<file path="config.mk">
export PLATFORM = sky130hd
export DESIGN_NAME = gpio_display
export DESIGN_NICKNAME = d
export VERILOG_FILES = /design/src/rtl/gpio_display.sv
export SDC_FILE = /design/constraint.sdc
export NUM_CORES = 1
export LEC_CHECK = 0
export CAP_MARGIN = 20
export CORE_UTILIZATION = 42
export CTS_BUF_LIST = sky130_fd_sc_hd__clkbuf_2 sky130_fd_sc_hd__clkbuf_4 sky130_fd_sc_hd__clkbuf_8
export DETAILED_ROUTE_END_ITERATION = 12
export PLACE_DENSITY = 0.71
export SETUP_SLACK_MARGIN = 0.3
export SYNTH_ARGS = -nofsm -noshare
export SYNTH_HDL_FRONTEND = slang
export SYNTH_SLANG_ARGS = --single-unit
export TNS_END_PERCENT = 1
</file>
<file path="constraint.sdc">
create_clock -name clk -period 2.6 [get_ports clk]
set_input_delay 0.39 -clock clk [delete_from_list [all_inputs] [get_ports clk]]
set_output_delay 0.39 -clock clk [all_outputs]
set_load 0.02 [all_outputs]
</file>
<file path="src/rtl/gpio_display.sv">
// GPIO word to eight seven-segment displays, hex or decimal (double-dabble) mode.
// Optional macro GPIO_DISP_LEADING_ZERO_BLANK_EN blanks leading zeros in decimal mode.
module gpio_display #(
   parameter bit SEG_ACTIVE_LOW = 1'b1
) (
   input  logic        clk,
   input  logic        rst,
   input  logic [31:0] value,
   input  logic        dec_mode,
   output logic [6:0]  hex0,
   output logic [6:0]  hex1,
   output logic [6:0]  hex2,
   output logic [6:0]  hex3,
   output logic [6:0]  hex4,
   output logic [6:0]  hex5,
   output logic [6:0]  hex6,
   output logic [6:0]  hex7,
   output logic        busy,
   output logic        overflow
);

   typedef enum logic [1:0] {
      IDLE  = 2'd0,
      SHIFT = 2'd1,
      DONE  = 2'd2
   } state_t;

   localparam logic [6:0] SEG_ZERO  = SEG_ACTIVE_LOW ? 7'b1000000 : ~7'b1000000;
   localparam logic [6:0] SEG_DASH  = SEG_ACTIVE_LOW ? 7'b0111111 : ~7'b0111111;
   localparam logic [6:0] SEG_BLANK = SEG_ACTIVE_LOW ? 7'b1111111 : ~7'b1111111;

   function automatic logic [6:0] glyph(input logic [3:0] d);
      logic [6:0] p;
      case (d)
         4'h0:    p = 7'b1000000;
         4'h1:    p = 7'b1111001;
         4'h2:    p = 7'b0100100;
         4'h3:    p = 7'b0110000;
         4'h4:    p = 7'b0011001;
         4'h5:    p = 7'b0010010;
         4'h6:    p = 7'b0000010;
         4'h7:    p = 7'b1111000;
         4'h8:    p = 7'b0000000;
         4'h9:    p = 7'b0010000;
         4'hA:    p = 7'b0001000;
         4'hB:    p = 7'b0000011;
         4'hC:    p = 7'b1000110;
         4'hD:    p = 7'b0100001;
         4'hE:    p = 7'b0000110;
         default: p = 7'b0001110;
      endcase
      return SEG_ACTIVE_LOW ? p : ~p;
   endfunction

   state_t          state_reg, state_next;
   logic [31:0]     src_reg, src_next;
   logic            src_mode_reg, src_mode_next;
   logic [31:0]     shown_value_reg, shown_value_next;
   logic            shown_mode_reg, shown_mode_next;
   logic [39:0]     bcd_reg, bcd_next;
   logic [5:0]      cnt_reg, cnt_next;
   logic [7:0][6:0] hex_reg, hex_next;
   logic            busy_reg, busy_next;
   logic            overflow_reg, overflow_next;

   logic [35:0]     bcd_adj;
   logic [7:0][6:0] seg_hex;
   logic [7:0][6:0] seg_dec;
   logic            dec_overflow;

   assign dec_overflow = |bcd_reg[39:32];

   // Digit 9 never reaches 5 for a 32-bit input, so only digits 0..8 need the +3 correction.
   genvar gi;
   generate
      for (gi = 0; gi < 9; gi++) begin : g_adj
         assign bcd_adj[4*gi +: 4] = (bcd_reg[4*gi +: 4] >= 4'd5) ?
                                     bcd_reg[4*gi +: 4] + 4'd3 : bcd_reg[4*gi +: 4];
      end
   endgenerate

`ifdef GPIO_DISP_LEADING_ZERO_BLANK_EN
   // lead_zero[k]: decimal digits 7..k are all zero
   logic [8:1] lead_zero;
   assign lead_zero[8] = 1'b1;
`endif

   generate
      for (gi = 0; gi < 8; gi++) begin : g_digit
         assign seg_hex[gi] = glyph(src_reg[4*gi +: 4]);
`ifdef GPIO_DISP_LEADING_ZERO_BLANK_EN
         if (gi == 0) begin : g_lsd
            assign seg_dec[gi] = glyph(bcd_reg[4*gi +: 4]);
         end else begin : g_msd
            assign lead_zero[gi] = lead_zero[gi+1] && (bcd_reg[4*gi +: 4] == 4'd0);
            assign seg_dec[gi]   = lead_zero[gi] ? SEG_BLANK : glyph(bcd_reg[4*gi +: 4]);
         end
`else
         assign seg_dec[gi] = glyph(bcd_reg[4*gi +: 4]);
`endif
      end
   endgenerate

   always_comb begin
      state_next       = state_reg;
      src_next         = src_reg;
      src_mode_next    = src_mode_reg;
      shown_value_next = shown_value_reg;
      shown_mode_next  = shown_mode_reg;
      bcd_next         = bcd_reg;
      cnt_next         = cnt_reg;
      hex_next         = hex_reg;
      overflow_next    = overflow_reg;

      case (state_reg)
         IDLE: begin
            if ({value, dec_mode} != {shown_value_reg, shown_mode_reg}) begin
               src_next      = value;
               src_mode_next = dec_mode;
               bcd_next      = '0;
               cnt_next      = '0;
               state_next    = dec_mode ? SHIFT : DONE;
            end
         end
         SHIFT: begin
            // src_reg is kept intact for shown_value; its bits are fed MSB-first by count.
            bcd_next = {bcd_reg[38:36], bcd_adj, src_reg[5'd31 - cnt_reg[4:0]]};
            cnt_next = cnt_reg + 6'd1;
            if (cnt_reg == 6'd31) begin
               state_next = DONE;
            end
         end
         DONE: begin
            if (!src_mode_reg) begin
               hex_next      = seg_hex;
               overflow_next = 1'b0;
            end else if (dec_overflow) begin
               hex_next      = {8{SEG_DASH}};
               overflow_next = 1'b1;
            end else begin
               hex_next      = seg_dec;
               overflow_next = 1'b0;
            end
            shown_value_next = src_reg;
            shown_mode_next  = src_mode_reg;
            state_next       = IDLE;
         end
         default: state_next = IDLE;
      endcase

      busy_next = (state_next != IDLE);
   end

   always_ff @(posedge clk or negedge rst) begin
      if (!rst) begin
         state_reg       <= IDLE;
         src_reg         <= '0;
         src_mode_reg    <= 1'b0;
         shown_value_reg <= '0;
         shown_mode_reg  <= 1'b0;
         bcd_reg         <= '0;
         cnt_reg         <= '0;
         hex_reg         <= {8{SEG_ZERO}};
         busy_reg        <= 1'b0;
         overflow_reg    <= 1'b0;
      end else begin
         state_reg       <= state_next;
         src_reg         <= src_next;
         src_mode_reg    <= src_mode_next;
         shown_value_reg <= shown_value_next;
         shown_mode_reg  <= shown_mode_next;
         bcd_reg         <= bcd_next;
         cnt_reg         <= cnt_next;
         hex_reg         <= hex_next;
         busy_reg        <= busy_next;
         overflow_reg    <= overflow_next;
      end
   end

   assign hex0     = hex_reg[0];
   assign hex1     = hex_reg[1];
   assign hex2     = hex_reg[2];
   assign hex3     = hex_reg[3];
   assign hex4     = hex_reg[4];
   assign hex5     = hex_reg[5];
   assign hex6     = hex_reg[6];
   assign hex7     = hex_reg[7];
   assign busy     = busy_reg;
   assign overflow = overflow_reg;

endmodule

</file>
==> results summary <==
The static leakage power is 0.00604 uW. The via count of the first global-routing pass was between 9000 and 10000. The final critical path time including I/O delays and setup came out at between 2 and 2.5 ns. The post-synthesis cell type count is 57. After detailed routing, the total wire length is approximately 31 mm. In the finished design, the share of the clock period the worst path needs comes to 0.839.

In this run the power density over the cells is about 1200 nW/um2. The worst voltage drop across the vdd grid is between 0.4 and 0.5 mV. The net count after synthesis is between 1000 and 1500. The post-DP HPWL is ~23 mm. The worst setup path is launched from a flip-flop. The internal power contribution came out at 9290 uW. For the final routed database, the setup TNS stands at 0 ns. The delay of the slowest cell on the worst path came out at between 0.4 and 0.5 ns. Based on the critical path, the design can be clocked at up to around 460 MHz.

After detailed routing, the number of remaining DRC violations is 0. Setup repair after global routing left no endpoint under its margin. Setup violations remaining at the end of the flow were counted as 0.

The register with the most flip-flops in the layout has 40 of them. The die is approximately 170 um wide. The final standard cell area without fillers came out at 13800 um2. Summed over all layers, the global routing overflow is 0. The height of the die came out at 171 um. The number of I/O pins is 93. For this design, the slowest cell found on the critical path is sky130_fd_sc_hd__o31a_2. The max-slew violation count is 0. The net switching power figure is 7850 uW. The total cell area at the placement stage came out at approximately 13000 um2. The total via count after detailed routing is approximately 9800. Of the total power, the clock network draws 0.125.

The H-tree depth is 4. The worst setup path is of the flip-flop to flip-flop kind. The setup clock skew after layout is roughly 0.018 ns.

The routed length per placed instance is around 18 um. The path category of the worst min-delay check is input pin to asynchronous set/reset pin. The combinational group share of total power is 0.549.

The actual transition at the worst max-transition pin is roughly 0.66 ns. The number of nets with antenna violations after routing is 0. The pin count of the biggest net entering global routing is 56. The fraction of the yosys area taken by sequential cells is 0.360. The first global-routing pass estimated between 40 and 50 mm of wire. The starting density of the core is 0.429.

The number of standard cells in the layout, taps in and fillers out is 1726. The area share of the largest cell type after synthesis came out at 0.342. The core region is between 20000 and 30000 um2. The number of setup buffers added after CTS came out at 0. In the synthesized netlist, the number of instances is ~1300. The share of cells above drive strength 1 is 0.117. Counting every sink on the clock net gives between 150 and 200. In this run the core area contains 61 standard-cell rows.

The kind of cell with the highest combined delay on the critical path is simple AND/OR/NAND/NOR gates. The number of enable flip-flop cells after synthesis came out at 0. The critical path contains buffers and inverters numbering 2 combined.

The synthesized area divided by synthesized cell count came out at around 9.3 um2. The largest buffer count on any clock path came out at 2. The hold violation total from the final report was 0. The worst hold slack is between 0.4 and 0.5 ns.

By instance count, the leading cell after synthesis is sky130_fd_sc_hd__dfrtp_1. Dividing the detail-routed via count by the number of cells gives between 5 and 6. From synthesis to final layout, the design area changed by 14.9%. The most frequently used flop master after synthesis is sky130_fd_sc_hd__dfrtp_1. The die covers approximately 29000 um2. The run finished with clean final reports. The final weighted congestion in routability-driven placement came out at slightly below 0.9. The number of buffers added on ports came out at between 90 and 100. Including well taps, the total number of placed cells is between 1500 and 2000.

The share of flip-flops with an asynchronous set or reset after synthesis is 1.00. The final-stage net count came out at between 1000 and 1500. The summed instance area of the synthesized netlist is roughly 12000 um2. The number of antenna violations at the first check in global routing came out at 0. The commonest cells after synthesis are sky130_fd_sc_hd__dfrtp_1, sky130_fd_sc_hd__nand2_1, sky130_fd_sc_hd__o21ai_0, sky130_fd_sc_hd__ha_1, sky130_fd_sc_hd__clkbuf_1. sky130_fd_sc_hd__dfrtp_1 takes more of the synthesized area than any other cell.

The number of inserted diodes is 0. The switching fraction of total power came out at 0.458. TritonCTS built the clock tree. The number of synthesized register bits is 172. Clock tree synthesis inserted a total of 17 buffers. In this run the worst path has a maximum fanout of 18.

After the first detailed-routing iteration, the DRC count stood at just over 700. The required time of the critical path is 2.97 ns. The total routing usage reported by global routing is 0.220. The number of violations of the max-capacitance limit came out at 0. The data arrival time of the critical path is 2.55 ns.

The root cell of the clock tree is sky130_fd_sc_hd__clkbuf_8. The worst max-slew margin expressed relative to the limit came out at 0.558. The number of search-and-repair iterations in the first detailed-routing pass came out at 6. The clock input transition at the sequential cells of the worst setup and hold paths came out at 0.09 ns.

The sequential fraction of design power is 0.325. The count of yosys warnings during synthesis came out at 0. Ranked by total cell area, the synthesized netlist is headed by sky130_fd_sc_hd__dfrtp_1, sky130_fd_sc_hd__ha_1, sky130_fd_sc_hd__o21ai_0, sky130_fd_sc_hd__nand2_1, sky130_fd_sc_hd__mux2_4. Traced cell by cell, the critical path runs through xor2_1, nor4_1, buf_4, nand4_1, o31a_2, buf_12, mux2_4. The insertion delay of the later-clocked pin in the worst-skew pair came out at ~0.5 ns. The endpoint type of the worst setup path is a flip-flop. The final core utilization is 0.493.
-- placed cells by master (no fill, tap or decap), types with 9 or more instances in the layout --
master	n
sky130_fd_sc_hd__buf_4	27
sky130_fd_sc_hd__a21o_1	14
sky130_fd_sc_hd__clkdlybuf4s50_1	91
sky130_fd_sc_hd__a21oi_1	45
sky130_fd_sc_hd__mux2_2	19
sky130_fd_sc_hd__a311oi_1	14
sky130_fd_sc_hd__o22ai_1	23
sky130_fd_sc_hd__ha_1	99
sky130_fd_sc_hd__a211oi_1	10
sky130_fd_sc_hd__a31oi_1	22
sky130_fd_sc_hd__o211ai_1	15
sky130_fd_sc_hd__xor2_1	30
sky130_fd_sc_hd__o31ai_1	10
sky130_fd_sc_hd__mux4_2	18
sky130_fd_sc_hd__nor2_1	71
sky130_fd_sc_hd__inv_1	65
sky130_fd_sc_hd__mux2i_1	37
sky130_fd_sc_hd__dfrtp_1	162
sky130_fd_sc_hd__nand2b_1	20
sky130_fd_sc_hd__and3_1	10
sky130_fd_sc_hd__nand3_1	11
sky130_fd_sc_hd__o21ai_0	134
sky130_fd_sc_hd__mux2_4	29
sky130_fd_sc_hd__xnor2_1	13
sky130_fd_sc_hd__nand2_1	142
sky130_fd_sc_hd__o2111ai_1	15
sky130_fd_sc_hd__nor3_1	14
sky130_fd_sc_hd__nor2b_1	14
sky130_fd_sc_hd__a22o_1	15
sky130_fd_sc_hd__a22oi_1	11
sky130_fd_sc_hd__a221oi_1	9
sky130_fd_sc_hd__or3_1	11
sky130_fd_sc_hd__clkbuf_8	19
-- worst register-to-register path, delay by kind of cell (launching register included) --
kind / cells / cell delay [ns]
AO/OA/AOI/OAI: 1 / 0.41
XOR/XNOR: 1 / 0.16
buffers and inverters: 2 / 0.36
flip-flops: 1 / 0.40
multiplexers: 1 / 0.31
AND/OR/NAND/NOR: 2 / 0.43
-- per-stage QoR --
stage	total power (uW)	setup slack, ns
global placement	14700	0.00498
CTS	17100	0.370
finish	17100	0.418
floorplan	11800	0.576
detailed placement	14900	-0.0137
global route	18500	0.323
-- power by group through the flow --
stage | Combinational, uW | Sequential, uW | Clock (uW)
2_1_floorplan | 6790 | 5030 | 0
3_3_place_gp | 9150 | 5540 | 0
3_5_place_dp | 9350 | 5600 | 0
4_1_cts | 9390 | 5550 | 2180
5_1_grt | 10400 | 5800 | 2280
6_report | 9420 | 5580 | 2150
-- layer usage --
metal,track usage,routed length (um)
met5,0,0
met4,0.0714,724
met3,0.0335,1680
met2,0.335,14100
met1,0.318,14500
-- cell type report --
cell class	instances	area [um2]
Timing Repair Buffer	128	1290
Tap cell	378	473
Clock buffer	20	269
Clock inverter	11	169
Multi-Input combinational cell	951	7010
Sequential cell	172	4320
Fill cell	2635	14200
Inverter	66	248
-- final timing paths --
kind / slack [ns] / to / cells after the start / from
min in group clk: 0.48 / hex2[0] / 2 / hex2[0]
max in group asynchronous: 1.43 / hex4[6] / 3 / rst
hold / removal: 0.43 / shown_value_reg[0] / 2 / rst
setup / recovery: 0.42 / src_reg[30] / 7 / shown_value_reg[23]
hold reg to reg: 0.48 / hex2[0] / 2 / hex2[0]
setup reg to reg: 0.42 / src_reg[30] / 7 / shown_value_reg[23]
-- timing repair --
| item | CTS | global route |
|---|---|---|
| setup endpoints to repair | 0 | 1 |
| gates resized for setup | 0 | 1 |
| hold buffers | 1 | 0 |
| hold endpoints to repair | 45 | 0 |
-- cell families after synthesis --
kind of cell | share of synthesized area
adders and majority gates | 0.103
AOI/OAI and AO/OA | 0.206
muxes | 0.119
DFF | 0.360
buffers and inverters | 0.0562
xor gates and xnor gates | 0.0314
and+or+nand+nor | 0.124
Note: power is estimated with default switching activity, not from simulation.
